$ cat config.mk
export PLATFORM = sky130hd
export DESIGN_NAME = seq_pattern_gen_flat
export DESIGN_NICKNAME = d
export VERILOG_FILES = /design/src/rtl/seq_gen_pkg.sv /design/src/rtl/seq_pattern_gen_if.sv /design/src/rtl/seq_pattern_regfile.sv /design/src/rtl/seq_pattern_gen.sv /design/src/flat_wrapper.sv
export SDC_FILE = /design/constraint.sdc
export NUM_CORES = 1
export LEC_CHECK = 0
export BUFFER_PORTS_ARGS = -buffer_cell sky130_fd_sc_hd__buf_4
export CORE_UTILIZATION = 48
export CTS_CLUSTER_DIAMETER = 80
export DETAILED_ROUTE_END_ITERATION = 12
export PLACE_DENSITY = 0.68
export SETUP_SLACK_MARGIN = 0.3
export SLEW_MARGIN = 25
export SYNTH_ARGS = -nofsm -noshare
export SYNTH_HDL_FRONTEND = slang
export SYNTH_SLANG_ARGS = --single-unit
$ cat constraint.sdc
create_clock -name clk -period 2.4 [get_ports clk]
set_input_delay 0.48 -clock clk [delete_from_list [all_inputs] [get_ports clk]]
set_output_delay 0.48 -clock clk [all_outputs]
set_load 0.05 [all_outputs]
$ cat src/rtl/seq_gen_pkg.sv
// rtl/seq_gen_pkg.sv - shared types and power-up constants for seq_pattern_gen
// Purpose: FSM state type plus the legacy "001011" pattern loaded at reset.
// Ports: none (package).
package seq_gen_pkg;

  typedef enum logic {
    IDLE = 1'b0,
    RUN  = 1'b1
  } state_t;

  // Entry 0 is the LSB: entries 0..5 read 0,0,1,0,1,1.
  localparam logic [5:0] DEFAULT_PATTERN = 6'b110100;
  localparam int         DEFAULT_LEN     = 6;

endpackage

$ cat src/rtl/seq_pattern_gen_if.sv
// rtl/seq_pattern_gen_if.sv - valid/ready symbol stream between generator and sink
// Purpose: bundles the output stream of seq_pattern_gen.
// Ports: out_valid/out_data driven by master, out_ready driven by slave.
interface seq_pattern_gen_if #(
  parameter int DATA_W = 1
);

  logic              out_valid;
  logic              out_ready;
  logic [DATA_W-1:0] out_data;

  modport master (
    output out_valid,
    output out_data,
    input  out_ready
  );

  modport slave (
    input  out_valid,
    input  out_data,
    output out_ready
  );

endinterface

$ cat src/rtl/seq_pattern_regfile.sv
// rtl/seq_pattern_regfile.sv - pattern storage with legacy power-up contents
// Purpose: MAX_LEN x DATA_W flop array, async reset to the legacy pattern.
// Ports: clk, rst_n; we/waddr/wdata synchronous write; raddr/rdata combinational read.
module seq_pattern_regfile
  import seq_gen_pkg::*;
#(
  parameter int DATA_W  = 1,
  parameter int MAX_LEN = 16,
  parameter int ADDR_W  = $clog2(MAX_LEN)
) (
  input  logic              clk,
  input  logic              rst_n,
  input  logic              we,
  input  logic [ADDR_W-1:0] waddr,
  input  logic [DATA_W-1:0] wdata,
  input  logic [ADDR_W-1:0] raddr,
  output logic [DATA_W-1:0] rdata
);

  // Legacy pattern widened to the full depth so every entry has a reset bit.
  localparam logic [MAX_LEN-1:0] RESET_BITS = MAX_LEN'(DEFAULT_PATTERN);

  logic [DATA_W-1:0] mem [MAX_LEN];

  always_ff @(posedge clk or negedge rst_n) begin
    if (!rst_n) begin
      for (int i = 0; i < MAX_LEN; i++) begin
        mem[i] <= DATA_W'(RESET_BITS[i]);
      end
    end else if (we && (int'(waddr) < MAX_LEN)) begin
      // Addresses past the depth only exist for non-power-of-2 MAX_LEN.
      mem[waddr] <= wdata;
    end
  end

  assign rdata = mem[raddr];

endmodule

$ cat src/rtl/seq_pattern_gen.sv
// rtl/seq_pattern_gen.sv - programmable repeat/one-shot pattern replay over a stream
// Purpose: replays pat[0..len-1] on out_if; start/stop control, IDLE-only config.
// Ports: clk, rst_n; cfg_we/cfg_addr/cfg_wdata pattern write; cfg_len_we/cfg_len
//        length write; mode/start/stop control; out_if stream (master);
//        busy, done (one-shot finished), wrap (repeat returned to entry 0).
module seq_pattern_gen
  import seq_gen_pkg::*;
#(
  parameter int DATA_W  = 1,
  parameter int MAX_LEN = 16,
  parameter int ADDR_W  = $clog2(MAX_LEN),
  parameter int LEN_W   = $clog2(MAX_LEN + 1)
) (
  input  logic                 clk,
  input  logic                 rst_n,
  input  logic                 cfg_we,
  input  logic [ADDR_W-1:0]    cfg_addr,
  input  logic [DATA_W-1:0]    cfg_wdata,
  input  logic                 cfg_len_we,
  input  logic [LEN_W-1:0]     cfg_len,
  input  logic                 mode,
  input  logic                 start,
  input  logic                 stop,
  seq_pattern_gen_if.master    out_if,
  output logic                 busy,
  output logic                 done,
  output logic                 wrap
);

  state_t            state, state_n;
  logic [ADDR_W-1:0] idx, idx_n;
  logic [LEN_W-1:0]  len, len_n;
  logic              run_mode, run_mode_n;
  logic              done_n, wrap_n;
  logic              beat, last;
  logic              idle;
  logic [DATA_W-1:0] rd_data;

  assign idle = (state == IDLE);
  assign beat = (state == RUN) && out_if.out_ready;
  assign last = (LEN_W'(idx) == (len - LEN_W'(1)));

  seq_pattern_regfile #(
    .DATA_W  (DATA_W),
    .MAX_LEN (MAX_LEN),
    .ADDR_W  (ADDR_W)
  ) u_regfile (
    .clk   (clk),
    .rst_n (rst_n),
    .we    (cfg_we && idle),
    .waddr (cfg_addr),
    .wdata (cfg_wdata),
    .raddr (idx),
    .rdata (rd_data)
  );

  always_ff @(posedge clk or negedge rst_n) begin
    if (!rst_n) begin
      state    <= IDLE;
      idx      <= '0;
      len      <= LEN_W'(DEFAULT_LEN);
      run_mode <= 1'b0;
      done     <= 1'b0;
      wrap     <= 1'b0;
    end else begin
      state    <= state_n;
      idx      <= idx_n;
      len      <= len_n;
      run_mode <= run_mode_n;
      done     <= done_n;
      wrap     <= wrap_n;
    end
  end

  always_comb begin
    state_n    = state;
    idx_n      = idx;
    len_n      = len;
    run_mode_n = run_mode;
    done_n     = 1'b0;
    wrap_n     = 1'b0;

    // Zero and over-depth lengths would leave idx with no reachable last entry.
    if (idle && cfg_len_we && (cfg_len != '0) && (cfg_len <= LEN_W'(MAX_LEN))) begin
      len_n = cfg_len;
    end

    unique case (state)
      IDLE: begin
        if (start && !stop) begin
          state_n    = RUN;
          idx_n      = '0;
          run_mode_n = mode;
        end
      end
      RUN: begin
        if (stop) begin
          state_n = IDLE;
          idx_n   = '0;
        end else if (beat) begin
          if (!last) begin
            idx_n = idx + ADDR_W'(1);
          end else if (run_mode) begin
            state_n = IDLE;
            idx_n   = '0;
            done_n  = 1'b1;
          end else begin
            idx_n  = '0;
            wrap_n = 1'b1;
          end
        end
      end
      default: begin
        state_n = IDLE;
        idx_n   = '0;
      end
    endcase
  end

  assign busy             = (state == RUN);
  assign out_if.out_valid = (state == RUN);
  assign out_if.out_data  = (state == RUN) ? rd_data : '0;

endmodule

$ cat src/flat_wrapper.sv
// flat-port wrapper written by rule: the top's interface ports become plain ports
module seq_pattern_gen_flat import seq_gen_pkg::*;
#(
  parameter int DATA_W  = 1,
  parameter int MAX_LEN = 16,
  parameter int ADDR_W  = $clog2(MAX_LEN),
  parameter int LEN_W   = $clog2(MAX_LEN + 1)
)
  (clk, rst_n, cfg_we, cfg_addr, cfg_wdata, cfg_len_we, cfg_len, mode, start, stop, busy, done, wrap, out_if_out_valid, out_if_out_data, out_if_out_ready);
  seq_pattern_gen_if #(.DATA_W(DATA_W)) out_if_i ();
  input  logic clk;
  input  logic rst_n;
  input  logic cfg_we;
  input  logic [ADDR_W-1:0] cfg_addr;
  input  logic [DATA_W-1:0] cfg_wdata;
  input  logic cfg_len_we;
  input  logic [LEN_W-1:0] cfg_len;
  input  logic mode;
  input  logic start;
  input  logic stop;
  output logic busy;
  output logic done;
  output logic wrap;
  output wire logic [$bits(out_if_i.out_valid)-1:0] out_if_out_valid;
  output wire logic [$bits(out_if_i.out_data)-1:0] out_if_out_data;
  input wire logic [$bits(out_if_i.out_ready)-1:0] out_if_out_ready;
  assign out_if_out_valid = out_if_i.out_valid;
  assign out_if_out_data = out_if_i.out_data;
  assign out_if_i.out_ready = out_if_out_ready;
  seq_pattern_gen #(.DATA_W(DATA_W), .MAX_LEN(MAX_LEN), .ADDR_W(ADDR_W), .LEN_W(LEN_W)) u_core (.clk(clk), .rst_n(rst_n), .cfg_we(cfg_we), .cfg_addr(cfg_addr), .cfg_wdata(cfg_wdata), .cfg_len_we(cfg_len_we), .cfg_len(cfg_len), .mode(mode), .start(start), .stop(stop), .out_if(out_if_i), .busy(busy), .done(done), .wrap(wrap));
endmodule
# ---- After elaboration in Yosys (flattened, before gate mapping)
# Cells that the tools add are included.
dict set report word_totals {
  ff_bits 29
  latch_bits 0
  ramBits 0
  romBits 0
  inputBits 18
  output_inout_bits 5
  wordCells 72
  n_memories 0
}
dict set report classes {
  addsub 2
  multipliers 0
  div_mod_pow 0
  magnitude_cmp 4
  n_eq_ne 3
  shifts 0
  mux 27
  bitwise 3
  n_reduce_logical 11
}
# cell n
set op_table {}
lappend op_table {{two-way mux 1 bit} 18}
lappend op_table {{bitwise mux 16 bit} 1}
lappend op_table {{two-way mux 4 bit} 4}
lappend op_table {{greater-or-equal comparator 5 bit (second input constant)} 2}
lappend op_table {{NOT 4 -> 5 bit} 2}
lappend op_table {{case mux 4 bit (2 select lines)} 1}
lappend op_table {{logical AND 1 bit} 7}
lappend op_table {{equality test 4 x 5 -> 1 bit} 1}
lappend op_table {{less-or-equal comparator 5 bit (second input constant)} 1}
lappend op_table {{< comparator 5 x 1 -> 1 bit (second input constant)} 1}
lappend op_table {{nonzero test 5 bit} 1}
lappend op_table {{subtractor 5 x 1 -> 5 bit (second input constant)} 1}
lappend op_table {{adder 4 x 1 -> 4 bit (second input constant)} 1}
lappend op_table {{binary-select mux 1 bit (select 4 bit)} 1}
lappend op_table {{demux 1 bit (select 4 bit)} 1}
lappend op_table {{AND reduction 2 bit} 2}
lappend op_table {{!= test 3 bit (second input constant)} 1}
lappend op_table {{!= test 2 bit (second input constant)} 1}
lappend op_table {{case mux 1 bit (2 select lines)} 1}
lappend op_table {{zero test 1 bit} 1}
lappend op_table {{NOT 1 bit} 1}

# ---- Depth between registers and ports, before layout
dict set report depth {
  ltp_word 6
  depth_mapped 7
  mapped_depth_nobuf 7
}

# ---- Hierarchy
# A second synthesis with hierarchy kept.
dict set report unflattened {
  hier_cells 139
  hier_area_um2 1605.3
}
# module n_inst cells_each area_each_um2 seq_area_each_um2
set modules_own_cells {}
lappend modules_own_cells {seq_pattern_regfile 1 66 858.3 404.1}
lappend modules_own_cells {seq_pattern_gen 1 73 747.0 327.8}

# ---- Least setup slack after synthesis
# Ideal clock, no wire load.
dict set report synth_path {
  path_type {reg-to-output}
  start {reg u_core.idx[0]}
  end {out out_if_out_data}
  arrival_time_ns 1.773
  t_required_ns 1.920
  path_slack_ns 0.147
  stages_incl_launch_ff 5
  n_path_buf 1
  cell_sequence {dfrtp_1 buf_6 mux4_1 mux4_2 and2_1}
}
dict set report synth_between {
  elab_chain_cells 5
}
# item line
set synth_rtl {}
lappend synth_rtl {{start: declaration} seq_pattern_gen.sv:31} ;# logic [ADDR_W-1:0] idx, idx_n;
lappend synth_rtl {{start signal: assignment} seq_pattern_gen.sv:67} ;# idx <= idx_n;
lappend synth_rtl {{NOT 4 -> 5 bit (not written as such)} seq_pattern_regfile.sv:36} ;# assign rdata = mem[raddr];
lappend synth_rtl {{binary-select mux 1 bit (select 4 bit)} seq_pattern_regfile.sv:36}
lappend synth_rtl {{two-way mux 1 bit (not written as such) (2 in series)} seq_pattern_regfile.sv:36}
lappend synth_rtl {{two-way mux 1 bit} seq_pattern_gen.sv:122} ;# assign out_if.out_data = (state == RUN) ? rd_data : '0;
lappend synth_rtl {{end: declaration} flat_wrapper.sv:25} ;# output wire logic [$bits(out_if_i.out_data)-1:0] out_if_out_data;
# Every way passes these cells. The select of a mux whose other input is x is not followed.

# ---- Worst setup path after layout
# Ends and elaborated chain as after synthesis.

==> impl_metrics.xml <==
<?xml version="1.0" encoding="UTF-8"?>
<metrics>
  <group name="cts">
    <metric name="clk_latency" unit="ps">310</metric>
    <metric name="cts_inserted_buffers" unit="">5</metric>
    <metric name="root_driver" unit="">sky130_fd_sc_hd__clkbuf_4</metric>
    <metric name="cts.sinks" unit="">29</metric>
    <metric name="cts_tree" unit="">built</metric>
    <metric name="clock_tree.htree_level_count" unit="">2</metric>
    <metric name="clock_tree.buffer_depth" unit="">2</metric>
    <metric name="postCtsSetupRepairBufs" unit="">0</metric>
    <metric name="clock_transition_at_path_regs" unit="ps">80</metric>
  </group>
  <group name="timing">
    <metric name="rsz0062_at_grt" unit="">true</metric>
    <metric name="max_clock_freq" unit="MHz">392</metric>
    <metric name="max_slew.worst_pin.slew" unit="ps">410</metric>
    <metric name="fin_worst_skew" unit="ps">2.85</metric>
    <metric name="finalHoldViolations" unit="">0</metric>
    <metric name="final_worst_path_period_share" unit="">1.06</metric>
    <metric name="setup_slack" unit="ps">-152</metric>
    <metric name="timing.setup.tns" unit="ps">-152</metric>
    <metric name="finalSetupViolCount" unit="">1</metric>
    <metric name="relSlewSlack" unit="">0.726</metric>
    <metric name="finalCriticalPeriod" unit="ps">2550</metric>
    <metric name="timing_max_transition_violations_final" unit="">0</metric>
  </group>
  <group name="run">
    <metric name="max_cap_violations" unit="">0</metric>
  </group>
  <group name="route">
    <metric name="total_wire_length" unit="um">2940</metric>
    <metric name="ant_nets" unit="">0</metric>
    <metric name="drt_pass1_iterations" unit="">4</metric>
    <metric name="routedWlPerCell" unit="um">14.6</metric>
    <metric name="vias_per_cell" unit="">5.48</metric>
    <metric name="violation_count_after_the_first_detailed_routing_iteration" unit="">55</metric>
    <metric name="remaining_drc_errors" unit="">0</metric>
    <metric name="dr_vias" unit="">1101</metric>
  </group>
  <group name="grt">
    <metric name="grt_start_max_net_pins" unit="">30</metric>
    <metric name="gr-total-overflow" unit="">0</metric>
    <metric name="first_pass_grt_wire_length" unit="um">5140</metric>
    <metric name="grt_antenna_before_repair" unit="">0</metric>
    <metric name="grt_pass1_vias" unit="">1143</metric>
    <metric name="grt_usage" unit="">0.205</metric>
  </group>
  <group name="placed_design">
    <metric name="dp_hpwl" unit="um">2230</metric>
    <metric name="place.port_buffers" unit="">22</metric>
    <metric name="place_inst" unit="">193</metric>
    <metric name="place_congestion" unit="">0.797</metric>
    <metric name="postPlaceCellArea" unit="mm2">0.00174</metric>
  </group>
  <group name="layout">
    <metric name="p_r_area_growth_vs_syn" unit="%">15.8</metric>
    <metric name="layout-drive-gt1-share" unit="">0.408</metric>
    <metric name="fillerInstances" unit="">276</metric>
    <metric name="final_nets" unit="">176</metric>
    <metric name="n_antenna_cell" unit="">0</metric>
    <metric name="final_cell_count_no_fill" unit="">201</metric>
    <metric name="final_design_instance_area_without_fill" unit="mm2">0.00180</metric>
    <metric name="final_core_util" unit="">0.590</metric>
  </group>
  <group name="die">
    <metric name="core" unit="mm2">0.00305</metric>
    <metric name="die_outline_area" unit="mm2">0.00347</metric>
    <metric name="design.portCount" unit="">23</metric>
    <metric name="initial_core_util" unit="">0.509</metric>
    <metric name="floorplan.die.width" unit="um">58.9</metric>
    <metric name="core.rowCount" unit="">20</metric>
    <metric name="fp.dieH" unit="um">58.9</metric>
  </group>
  <group name="critical_path">
    <metric name="kind_of_capture_point_of_the_worst_setup_path" unit="">output port</metric>
    <metric name="crit-reg2reg-launch" unit="">u_core.len[1]$_DFFE_PN1P_</metric>
    <metric name="crit_type" unit="">reg -&gt; out</metric>
    <metric name="timing.critical_path.required" unit="ps">1920</metric>
    <metric name="startpoint_type_of_the_worst_setup_path" unit="">register</metric>
    <metric name="crit_start" unit="">u_core.idx[0]$_DFFE_PN0P_</metric>
    <metric name="critPathArrivalTime" unit="ps">2070</metric>
    <metric name="worstPathMaxFanout" unit="">5</metric>
  </group>
  <group name="logic_synthesis">
    <metric name="mappedNetlistNets" unit="">151</metric>
    <metric name="yosys_register_bits" unit="">29</metric>
    <metric name="yosys.cell_types.count" unit="">33</metric>
    <metric name="postSynthAreaPerCell" unit="um2">11.9</metric>
    <metric name="synthesis.instances" unit="">131</metric>
    <metric name="syn-cell-area" unit="mm2">0.00156</metric>
    <metric name="synth-warning-count" unit="">0</metric>
    <metric name="synth.yosys.seq_area_share" unit="">0.471</metric>
    <metric name="cell_accounting_for_the_most_synthesized_area" unit="">sky130_fd_sc_hd__dfrtp_1</metric>
    <metric name="post-synth-top-area-fraction" unit="">0.386</metric>
    <metric name="synth.area.top_cells" unit="">sky130_fd_sc_hd__dfrtp_1 39%, sky130_fd_sc_hd__mux2_2 17%, sky130_fd_sc_hd__dfstp_2 8.4%, sky130_fd_sc_hd__mux4_1 5.1%, sky130_fd_sc_hd__nand2_1 3.6%</metric>
  </group>
  <group name="pwr">
    <metric name="p_leak" unit="nW">0.772</metric>
    <metric name="cellPowerDensity" unit="mW/mm2">685</metric>
    <metric name="vdd_ir_drop_max" unit="mV">0.344</metric>
  </group>
  <group name="outcome">
    <metric name="violated_checks" unit="">setup timing</metric>
    <metric name="status" unit="">finished, violations left</metric>
  </group>
  <group name="min_path">
    <metric name="holdCritPathClass" unit="">in -&gt; async</metric>
  </group>
</metrics>
sequential cells by signal, indices dropped and copies added, names as in the netlist:
name                  flops
u_core.len                5
u_core.done               1
u_core.idx                4
u_core.u_regfile.mem     16
u_core.run_mode           1
u_core.busy               1
u_core.wrap               1
layout by cell type (no fill, tap or decap), types with 2 or more instances in the layout:
| master | synthesis | layout |
|---|---|---|
| sky130_fd_sc_hd__nand3_1 | 5 | 5 |
| sky130_fd_sc_hd__nand4_1 | 2 | 2 |
| sky130_fd_sc_hd__buf_4 | 1 | 22 |
| sky130_fd_sc_hd__nor2b_1 | 3 | 3 |
| sky130_fd_sc_hd__clkbuf_1 | 1 | 3 |
| sky130_fd_sc_hd__inv_1 | 2 | 2 |
| sky130_fd_sc_hd__xnor2_1 | 5 | 5 |
| sky130_fd_sc_hd__nand3b_1 | 3 | 3 |
| sky130_fd_sc_hd__nor2_1 | 9 | 9 |
| sky130_fd_sc_hd__clkbuf_4 | 0 | 5 |
| sky130_fd_sc_hd__a22o_1 | 2 | 2 |
| sky130_fd_sc_hd__nand2_1 | 15 | 15 |
| sky130_fd_sc_hd__ha_1 | 2 | 2 |
| sky130_fd_sc_hd__nand2b_1 | 2 | 2 |
| sky130_fd_sc_hd__mux4_2 | 2 | 5 |
| sky130_fd_sc_hd__nor3_1 | 3 | 3 |
| sky130_fd_sc_hd__mux2_2 | 23 | 23 |
| sky130_fd_sc_hd__dfstp_2 | 5 | 5 |
| sky130_fd_sc_hd__dfrtp_1 | 24 | 23 |
| sky130_fd_sc_hd__a211oi_1 | 2 | 2 |
| sky130_fd_sc_hd__xor2_1 | 2 | 2 |
cell usage after synthesis (all sizes together):
cell type,n
a211oi,2
ha,2
xnor2,5
clkbuf,1
nor4b,1
nor3,3
mux4,5
a21oi,1
and2,2
mux2,23
a22o,2
o21ai,1
nand3,5
dfstp,5
nor3b,2
buf,4
nand4b,1
xor2,2
nor4,1
nand2b,2
nor2,9
and3,1
dfrtp,24
nor2b,3
nand4,2
a21o,1
inv,2
nand2,15
o311a,1
nand3b,3
what timing repair did:
action,CTS,global route
endpoints found under the setup margin,1,3
endpoints found under the hold margin,0,0
hold buffers,0,0
gates resized for setup,2,1
cells by family (layout without fill, tap and decap cells):
group | after synthesis | after routing | share of synthesized area
simple gates | 50 | 50 | 0.163
flops | 29 | 29 | 0.471
mux | 28 | 28 | 0.246
compound gates | 8 | 8 | 0.0386
xor+xnor | 7 | 7 | 0.0394
buf+inv | 7 | 33 | 0.0257
fa+ha+maj | 2 | 2 | 0.0161
critical path, cell delays in order, from the launching register on:
cell,delay (ps)
sky130_fd_sc_hd__dfrtp_2,450
sky130_fd_sc_hd__mux4_2,500
sky130_fd_sc_hd__mux4_2,490
sky130_fd_sc_hd__and2_4,170
sky130_fd_sc_hd__buf_6,140
per-layer routing:
metal | track usage | share of wire
met3 | 0.0462 | 0.033
met5 | 0 | 0
met2 | 0.357 | 0.52
met1 | 0.240 | 0.42
met4 | 0.0918 | 0.025
final timing paths:
path / end / slack (ps) / cells after the start
worst max register to register: u_core.idx[0]$_DFFE_PN0P_ / 470 / 7
worst min-delay path: u_core.wrap$_DFF_PN0_ / 70 / 1
max in group asynchronous: u_core.u_regfile.mem[13]$_DFFE_PN1P_ / 2010 / 1
worst min register to register: u_core.wrap$_DFF_PN0_ / 470 / 1
min in group clk: u_core.busy$_DFF_PN0_ / 330 / 2
worst max-delay path: out_if_out_data / -150 / 4
area by class of cell:
type                    count  area, um2  share of cell area
multi-input cells          95        779               0.433
repair buffers             23        176              0.0980
inverters                   2       7.51             0.00417
flip-flops and latches     29        733               0.407
well taps                  44       55.1              0.0306
clock buffers               8       48.8              0.0271
per-stage QoR:
step | worst slack, ps | power, W | hold slack (ps)
after floorplan | 279 | 0.000874 | 184
after global placement | 128 | 0.000956 | 421
after detailed placement | 81.2 | 0.000975 | 423
after CTS | -179 | 0.00125 | 70.2
after global routing | -238 | 0.00131 | 81.8
final | -152 | 0.00123 | 73.3
power breakdown:
group	internal [W]	switching (W)	total, W	leakage [nW]
Sequential	0.000592	0.0000734	0.000666	0.356
Combinational	0.000178	0.000121	0.000299	0.389
Clock	0.000117	0.000153	0.000270	0.0265
Note: power is estimated with default switching activity, not from simulation.
